### src/rtl/sng_lfsr_bank.sv
// Multi-channel stochastic number generator: one Fibonacci LFSR and comparator per channel,
// producing STREAM_LEN-bit unipolar streams plus per-channel ones counters.
module sng_lfsr_bank #(
    parameter int               WIDTH      = 8,
    parameter int               CHANNELS   = 2,
    parameter logic [WIDTH-1:0] TAPS       = 8'hB8,
    parameter int               STREAM_LEN = 255,
    localparam int              CNTW       = $clog2(STREAM_LEN + 1)
) (
    input  logic                       clk,
    input  logic                       reset,
    input  logic                       seed_load,
    input  logic [CHANNELS*WIDTH-1:0]  seed_in,
    input  logic                       start,
    input  logic [CHANNELS*WIDTH-1:0]  value,
    output logic                       busy,
    output logic                       bit_valid,
    output logic [CHANNELS-1:0]        bits,
    output logic [CNTW-1:0]            count,
    output logic [CHANNELS*CNTW-1:0]   ones,
    output logic                       done
);

    localparam logic [1:0] S_IDLE = 2'd0;
    localparam logic [1:0] S_RUN  = 2'd1;
    localparam logic [1:0] S_DONE = 2'd2;

    localparam logic [CNTW-1:0] LAST = CNTW'(STREAM_LEN);

    logic [1:0]       state;
    logic [WIDTH-1:0] lfsr     [CHANNELS];
    logic [WIDTH-1:0] value_q  [CHANNELS];
    logic [WIDTH-1:0] seed_fix [CHANNELS];
    logic [CNTW-1:0]  ones_q   [CHANNELS];
    logic [CHANNELS-1:0] cmp;
    logic [CNTW-1:0]  count_inc;

    // The compare sees the pre-step LFSR state; the step happens on the same edge.
    always_comb begin
        cmp = '0;
        for (int i = 0; i < CHANNELS; i++) begin
            cmp[i]      = lfsr[i] < value_q[i];
            seed_fix[i] = (seed_in[i*WIDTH +: WIDTH] == '0) ? WIDTH'(1)
                                                          : seed_in[i*WIDTH +: WIDTH];
        end
    end

    assign count_inc = count + 1'b1;
    assign busy      = (state == S_RUN);
    assign bit_valid = busy;
    assign bits      = busy ? cmp : '0;
    assign done      = (state == S_DONE);

    for (genvar g = 0; g < CHANNELS; g++) begin : g_ones
        assign ones[g*CNTW +: CNTW] = ones_q[g];
    end

    always_ff @(posedge clk) begin
        if (reset) begin
            state <= S_IDLE;
            count <= '0;
            for (int i = 0; i < CHANNELS; i++) begin
                lfsr[i]    <= WIDTH'(i + 1);
                value_q[i] <= '0;
                ones_q[i]  <= '0;
            end
        end else begin
            case (state)
                S_IDLE: begin
                    if (seed_load) begin
                        for (int i = 0; i < CHANNELS; i++) lfsr[i] <= seed_fix[i];
                    end else if (start) begin
                        state <= S_RUN;
                        count <= '0;
                        for (int i = 0; i < CHANNELS; i++) begin
                            value_q[i] <= value[i*WIDTH +: WIDTH];
                            ones_q[i]  <= '0;
                        end
                    end
                end
                S_RUN: begin
                    count <= count_inc;
                    for (int i = 0; i < CHANNELS; i++) begin
                        ones_q[i] <= ones_q[i] + CNTW'(cmp[i]);
                        lfsr[i]   <= {lfsr[i][WIDTH-2:0], ^(lfsr[i] & TAPS)};
                    end
                    if (count_inc == LAST) state <= S_DONE;
                end
                S_DONE:  state <= S_IDLE;
                default: state <= S_IDLE;
            endcase
        end
    end

endmodule

### config.mk
export PLATFORM = sky130hd
export DESIGN_NAME = sng_lfsr_bank
export DESIGN_NICKNAME = d
export VERILOG_FILES = /design/src/rtl/sng_lfsr_bank.sv
export SDC_FILE = /design/constraint.sdc
export NUM_CORES = 1
export LEC_CHECK = 0
export ABC_AREA = 1
export CORE_MARGIN = 2
export CORE_UTILIZATION = 35
export CTS_BUF_LIST = sky130_fd_sc_hd__clkbuf_4
export DETAILED_ROUTE_END_ITERATION = 10
export PLACE_DENSITY = 0.65
export SETUP_SLACK_MARGIN = 0.1
export SLEW_MARGIN = 20
export SYNTH_ARGS = -nofsm -noshare
export SYNTH_HDL_FRONTEND = slang
export SYNTH_SLANG_ARGS = --single-unit
### constraint.sdc
create_clock -name clk -period 4.56 [get_ports clk]
set_clock_uncertainty 0.05 [all_clocks]
set_input_delay 1.14 -clock clk [delete_from_list [all_inputs] [get_ports clk]]
set_output_delay 1.14 -clock clk [all_outputs]
set_load 0.005 [all_outputs]
-- Word level (Yosys, flattened, before mapping)
Memories as Yosys holds them, arrays and structs flattened.
Index checks and enable logic that the tools add are counted.
- memories kept: 3
- input port bits: 36
- logic and storage cells: 68
- bits in read-only memories: 0
- bits in writable memories: 48
- bits in registers: 10
- bits in latches: 0
- memory list (name ; depth ; bits a word ; read ports ; clocked after Yosys merged registers in ; write ports ; line ; source):
    lfsr ; 2 ; 8 ; 2 ; 0 ; 2 ; 31 ; logic [WIDTH-1:0] lfsr [CHANNELS];
    ones_q ; 2 ; 8 ; 2 ; 0 ; 2 ; 34 ; logic [CNTW-1:0] ones_q [CHANNELS];
    value_q ; 2 ; 8 ; 2 ; 0 ; 2 ; 32 ; logic [WIDTH-1:0] value_q [CHANNELS];
- bitwise logic cells: 10
- reductions and logical operators: 8
- equality and inequality tests: 6
- order comparisons: 2
- shift operators: 0
- muxes and demuxes: 34
- $add $sub $neg: 3
- div/mod/pow operators: 0
- multipliers: 0
- operators with widths (cell ; count):
    $mux W8 ; 14
    $add A8 B1 Y8 ; 2
    $logic_not A8 Y1 ; 2
    $lt A8 B8 Y1 ; 2
    $pmux W8 S2 ; 1
    $reduce_xor A8 Y1 ; 2
    $mux W1 ; 14
    $or A1 B1 Y1 ; 10
    $add A8 B1 Y8 const B ; 1
    $eq A8 B8 Y1 const B ; 1
    $mux W2 ; 4
    $reduce_and A3 Y1 ; 2
    $ne A2 B2 Y1 const B ; 2
    $pmux W2 S2 ; 1
    $eq A2 B1 Y1 const B ; 1
    $eq A2 B2 Y1 const B ; 1
    $logic_not A2 Y1 ; 1
    $ne A2 B1 Y1 const B ; 1
    $reduce_bool A2 Y1 ; 1

-- Logic depth before layout (Yosys ltp)
Gate-level depths: netlist of run 1.
- word-level depth: 7
- depth in mapped cells: 18
- depth with buffers taken out: 18

-- Worst setup path after synthesis of run 1
Ideal clock, no wire load.
- path kind: register -> output
- start: mem lfsr[0][3]
- end: out bits[0]
- cell stages (with the launch flop): 7
- slack: 2244 ps
- arrival: 1126 ps
- buffers on the path: 0
- cells stage by stage: edfxtp_1 > ha_1 > a21oi_1 > o21ai_0 > nand3_1 > nand2_1 > nor2_1
- RTL lines (what ; line ; source):
    start: declaration ; 31 ;
    end: declaration ; 18 ; output logic [CHANNELS-1:0] bits,

==> results.txt, run 1 <==
Synth Flop Type: edfxtp_1
reg2reg start: lfsr[0][3]
Synth Area in Simple Gates: 0.1820
largest net degree at the start of global routing: 24
Hold Crit Class: flip-flop to flip-flop
Layout fillers: 909
sequential fraction of the synthesis area: 0.5079
Async S/R FF share, synth: 0
top cells by area, synth: edfxtp_1, inv_1, ha_1, dfxtp_1, nand2_1
total setup buffers inserted after CTS: 0
H-Tree Level Count: 3
initial drt markers: 121
Die Width: 100.1 um
post-route setup TNS: 0 ps
met3 GRT Util: 0.03203
Core Area: 0.009109 mm2
CP Max Fanout: 3
Root Driver: clkbuf_4
Starting Density: 0.3548
clock slew at reported path FFs: 110 ps
DP HPWL: 5134 um
post-synth top area share: 0.4460
Post-Synth Adder-Cell Area: 0.07743
Pleak: 1.720 nW
CTS max path bufs: 2
via count: 2528
FF-to-FF path depth: 13
xor and xnor area share after synthesis: 0.01355
Cell Area, Synth: 0.003232 mm2
R2R Path End: ones_q[0][6]
DRC errors left: 0
fraction of layout cells with a size suffix above 1: 0.09005
final hold vios: 0
outcome: finished clean
CTS Hold Bufs: 0
post-synthesis mux area share: 0
synth warn: 0
# clock sinks: 58
syn_area_per_cell: 9.314 um2
CP Cell Sequence: ha_1 -> a21oi_1 -> o21ai_0 -> nand3_1 -> nand2_1 -> nor2_1 -> clkdlybuf4s50_1
initial antenna violation count: 0
Hold Path Sink: count[4]
CTS tree: yes
post_cts resized: 0
setup violators final: 0
Synth Area in Compound Gates: 0.1111
I/O pin count: 65
flop-to-flop setup slack: 2110 ps
synthesis-stage register bit count: 58
final total power: 0.001222 W
Syn Nets: 403
fin crit share: 0.7400
FP Rows: 35
CP Launch Type: flip-flop
RSZ-0062 raised after global routing: no
Slowest-stage cell, CP: clkdlybuf4s50_1
gr usage total: 0.1442
Die ar.: 0.01002 mm2
Routed Antenna Nets: 0
remaining global-route overflow: 0
Port Buf Inserts: 64
ANT cells: 0
Hold Slack: 466.5 ps
DRT Wirelength: 6821 um
cell with the most instances after synthesis: inv_1
worst slew pin tran: 1004 ps
post-synthesis cell type count: 38
DR WL/cell: 12.80 um
worst relative slew slack: 0.3286
crit path kind: flip-flop to output port
GR Util met2: 0.2354
number of synthesized flops with an enable pin: 48
Critical Path RT: 3370 ps
Critical Path Max Stage Delay: 520 ps
Pins Over Slew Limit: 0
via density per instance: 4.743
WHS Path Cells: 2
vias in the first global route: 2407
area delta synth->final: 26.40%
CP arrival: 2180 ps
Die Height: 100.1 um
Max Clk Rate: 296.3 MHz
Max IR drop VDD: 0.1334 mV
cell taking the most area after synthesis: edfxtp_1
largest family of logic cells by synthesized area: simple AND/OR/NAND/NOR gates
Pwr Density: 299.2 mW/mm2
clk_lat worst skew: 400 ps
Critical Path End Type: output port
met1 Use GR: 0.1871
Post-Synthesis Cells: 347
Max-Cap Viols: 0
min Tclk post-route: 3375 ps
global-route wire length before repair: 11180 um
Synth top cells by count: inv_1, nand2_1, edfxtp_1, nor2_1, ha_1
total CTS buffers: 9
gr busiest metal: met2
total iterations of the first detailed-routing run: 4
Final nets: 473
GP Congestion: 0.8700
min-delay src: count[4]
kinds of logic (layout without fill, tap and decap cells):
logic type | Yosys count | after routing
compound gates | 55 | 55
xor+xnor | 5 | 5
fa+ha+maj | 20 | 20
buf+inv | 80 | 155
flops | 58 | 58
simple gates | 129 | 129
state kept, by name, indices dropped and copies added (netlist names):
signal	cells
lfsr	16
count	8
value_q	16
state	2
ones_q	16
placed cells by master (no fill, tap or decap), drive strengths merged, types with 10 or more instances in the layout:
master          n
inv            75
clkdlybuf4s50  64
edfxtp         48
nor2           44
dfxtp          10
nand3          20
clkbuf         11
nand2          56
a21oi          18
ha             20
o21ai          22
critical path: cells and delay by family (launching register included):
kind	cells	cell delay [ps]
adders and majority gates	1	320
and+or+nand+nor	3	260
DFF	1	460
buffers and inverters	1	520
AOI/OAI and AO/OA	2	220
worst max-delay path by stage:
stage	from	endpoint	slack [ps]	depth (start not counted)
4_1_cts	lfsr[0][3]	bits[0]	1180	7
3_3_place_gp	seed_load	ones_q[0][15]	1360	4
5_1_grt	lfsr[0][5]	bits[0]	1040	7
6_report	lfsr[0][3]	bits[0]	1190	7
2_1_floorplan	lfsr[0][3]	bits[0]	2240	6
3_5_place_dp	seed_load	count[5]	1320	5
metrics by stage:
stage	worst slack, ps	cell area [um2]	utilization	instances
global route	1042	4085	0.4485	533
global placement	1359	3956	0.4343	517
floorplan	2244	3232	-	347
CTS	1184	4085	0.4485	533
detailed placement	1324	3956	0.4343	517
finish	1185	4085	0.4485	533
per-layer routing:
layer / up-vias / share of wire
met5: - / 0
met4: 0 / 0.015
met3: 8 / 0.058
met2: 58 / 0.46
met1: 1173 / 0.46
li1: 1289 / -
where the power goes:
part | internal [W] | total [W] | switching (W)
Clock | 0.000174 | 0.000353 | 0.000179
Sequential | 0.000621 | 0.000651 | 0.0000297
Combinational | 0.000105 | 0.000219 | 0.000113
final cells by class:
class / instances / area, um2 / area share
clock inverter: 5 / 46.29 / 0.01133
tap: 111 / 138.9 / 0.03400
inverter: 75 / 294.0 / 0.07198
timing repair buffer: 64 / 640.6 / 0.1568
clock buffer: 11 / 82.58 / 0.02021
sequential: 58 / 1642 / 0.4018
multi-input combinational: 209 / 1241 / 0.3038
Power figures use the tool's default switching activity.
==> inputs of run 2 (changes only) <==
==> constraint.sdc (replaced) <==
create_clock -name clk -period 3.3 [get_ports clk]
set_clock_uncertainty 0.05 [all_clocks]
set_input_delay 0.825 -clock clk [delete_from_list [all_inputs] [get_ports clk]]
set_output_delay 0.825 -clock clk [all_outputs]
set_load 0.005 [all_outputs]
==> run 2 against run 1 <==
  * Worst setup slack worse by 960 ps
  * Design area is 1.4% higher
  * Sequential share of layout area is 0.56 points lower
  * Global-route usage grew 0.56 points
  * Hold slack improved by 1.3 ps
  * Critical endpoint is now bits[1]
  * Wire length increased by 2.4%
  * Critical path type unchanged
  * Final cell count is 0.75% higher
  * Die area unchanged
  * Utilization up 0.63 points
  * Non-clock buffer count grew 4
  * Total power increased by 46%
  * First-iteration DRC count decreased by 21%
==> results.txt, run 2 (synthesis gave the netlist of run 1 again) <==
flop-to-flop setup slack: 900 ps (-1210 ps)
largest delay contributor family on the critical path: buffers and inverters
Final nets: 477 (+0.85%)
Max Clk Rate: 325.4 MHz
P_sw: 0.0004632 W (+44%)
CP endpoint: bits[1]
clock group share of total power: 0.323 (+0.034)
Pleak: 1.749 nW (+1.7%)
H-Tree Level Count: 3 (unchanged)
global-route wire length before repair: 11550 um (+3.3%)
Reg power frac: 0.502 (-0.030)
ANT cells: 0 (unchanged)
total iterations of the first detailed-routing run: 4 (unchanged)
Critical Path End Type: output port
Starting Density: 0.3548 (unchanged)
Pins Over Slew Limit: 0 (unchanged)
FF/Latch Area: 0.001642 mm2 (unchanged)
DRT Wirelength: 6984 um (+2.4%)
Routed Antenna Nets: 0 (unchanged)
Pwr Density: 430.2 mW/mm2 (+44%)
multi-input logic area: 0.001241 mm2 (unchanged)
commonest non-fill, non-tap cell in the layout: inv_1
I/O pin count: 65 (unchanged)
initial drt markers: 96 (-21%)
Hold Slack: 467.8 ps (+1.330 ps)
FF-to-FF path depth: 13 (unchanged)
Critical Path Max Stage Delay: 530 ps (about the same)
biggest regs: lfsr (16), ones_q (16), value_q (16)
worst relative slew slack: 0.5279 (+0.1993)
WP buf/inv: 2 (+1)
Die Width: 100.1 um (unchanged)
via density per instance: 4.723 (-0.43%)
CTS tree: yes
DP HPWL: 5158 um (+0.46%)
clock slew at reported path FFs: 110 ps (about the same)
Slowest-stage cell, CP: clkdlybuf4s50_1
GP Congestion: 0.8682 (-0.21%)
Max-Cap Viols: 0 (unchanged)
RSZ-0062 raised after global routing: no
switching part of the total: 0.2599 (-0.003635)
setup violators final: 0 (unchanged)
min Tclk post-route: 3073 ps
post-route setup TNS: 0 ps (unchanged)
final hold vios: 0 (unchanged)
R2R Path End: ones_q[0][6]
fin crit share: 0.9312
CP Depth: 7 (unchanged)
initial antenna violation count: 0 (unchanged)
reg2reg start: lfsr[0][3]
Root Driver: clkbuf_4
CTS max path bufs: 2 (unchanged)
Die Height: 100.1 um (unchanged)
power share of the combinational group: 0.175 (-0.004)
# clock sinks: 58 (unchanged)
outcome: finished clean
Critical Path RT: 2420 ps (-950 ps)
post_cts resized: 0 (unchanged)
DRC errors left: 0 (unchanged)
CP Max Fanout: 2 (-1)
vias in the first global route: 2405 (-0.083%)
clk_lat worst skew: 410 ps (about the same)
largest net degree at the start of global routing: 24 (unchanged)
P_int: 0.001319 W (+47%)
CP startpoint: lfsr[0][15]
total CTS buffers: 9 (unchanged)
Die ar.: 0.01002 mm2 (unchanged)
Hold Crit Class: flip-flop to flip-flop
CP Launch Type: flip-flop
via count: 2536 (+0.32%)
Post-Layout Inst Area: 0.004143 mm2 (+1.4%)
Cell Area, Placed: 0.003971 mm2 (+0.38%)
worst slew pin tran: 706.5 ps (-297.8 ps)
crit path kind: flip-flop to output port
Max IR drop VDD: 0.1558 mV (+17%)
leading cell types in the layout, fill and taps excluded: inv_1, clkdlybuf4s50_1, nand2_1
gr usage total: 0.1498 (+0.005630)
final total power: 0.001782 W (+46%)
Layout fillers: 906 (-0.33%)
Core Area: 0.009109 mm2 (unchanged)
CP arrival: 2200 ps (+20 ps)
Port Buf Inserts: 64 (unchanged)
fraction of layout cells with a size suffix above 1: 0.1033 (+0.01324)
FP Rows: 35 (unchanged)
DR WL/cell: 13.01 um (+1.6%)
remaining global-route overflow: 0 (unchanged)
area delta synth->final: 28.18%
CP Cell Sequence: ha_1 -> a21oi_1 -> o21ai_0 -> inv_1 -> nand2_1 -> nor2_1 -> clkdlybuf4s50_1
-- run 2: cell types whose count changed in the layout (fill, tap and decap cells not counted) --
cell        previous run  this run
buf_4                  0         4
bufinv_16              1         2
clkbuf_4              11        10
clkinv_1               3         1
clkinv_2               1         2
clkinvlp_4             0         1
-- run 2: what timing repair did --
item,CTS,global route
buffers inserted,0,2
endpoints found under the setup margin,0,1
hold buffers,0,0
-- run 2: area by class of cell --
class	instances	share of cell area
clock buffers	10	0.01812
clock inverters	6	0.01963
repair buffers	68	0.1619
multi-input cells	209	0.2996
inverters	75	0.07098
flip-flops and latches	58	0.3963
well taps	111	0.03352
-- run 2: tightest hold or removal path, cell delays in order, from the launching register on --
cell	delay (ps)
dfxtp_1	330
inv_1	70
o22ai_1	70
-- run 2: how the worst min path moves through the flow --
stage	startpoint	endpoint	slack, ps	cells after the start
2_1_floorplan	count[4]	count[4]	440	2
3_3_place_gp	count[4]	count[4]	450	2
3_5_place_dp	count[4]	count[4]	450	2
4_1_cts	count[4]	count[4]	470	2
5_1_grt	count[4]	count[4]	500	2
6_report	count[4]	count[4]	470	2
-- run 2: per-stage QoR --
stage                 util  worst slack (ps)  instances
detailed placement  0.4360             713.0        519
CTS                 0.4532             228.1        535
global placement    0.4360             736.1        519
finish              0.4548             227.1        537
floorplan                -              1107        347
global route        0.4548             72.79        537
-- run 2: power by group through the flow --
| stage | Combinational [W] | Clock (W) | Sequential, W |
|---|---|---|---|
| 2_1_floorplan | 0.000173 | 0 | 0.000906 |
| 3_3_place_gp | 0.000304 | 0 | 0.000910 |
| 3_5_place_dp | 0.000308 | 0 | 0.000913 |
| 4_1_cts | 0.000310 | 0.000591 | 0.000896 |
| 5_1_grt | 0.000355 | 0.000621 | 0.000902 |
| 6_report | 0.000312 | 0.000576 | 0.000895 |
-- run 2: routing by layer --
metal  global-route usage  up-vias  wire, um
met5                    0        -         0
met4              0.05690        0       119
met3              0.03343       10       340
met2               0.2427       56      3198
met1               0.1969     1167      3326
li1                     -     1303         -
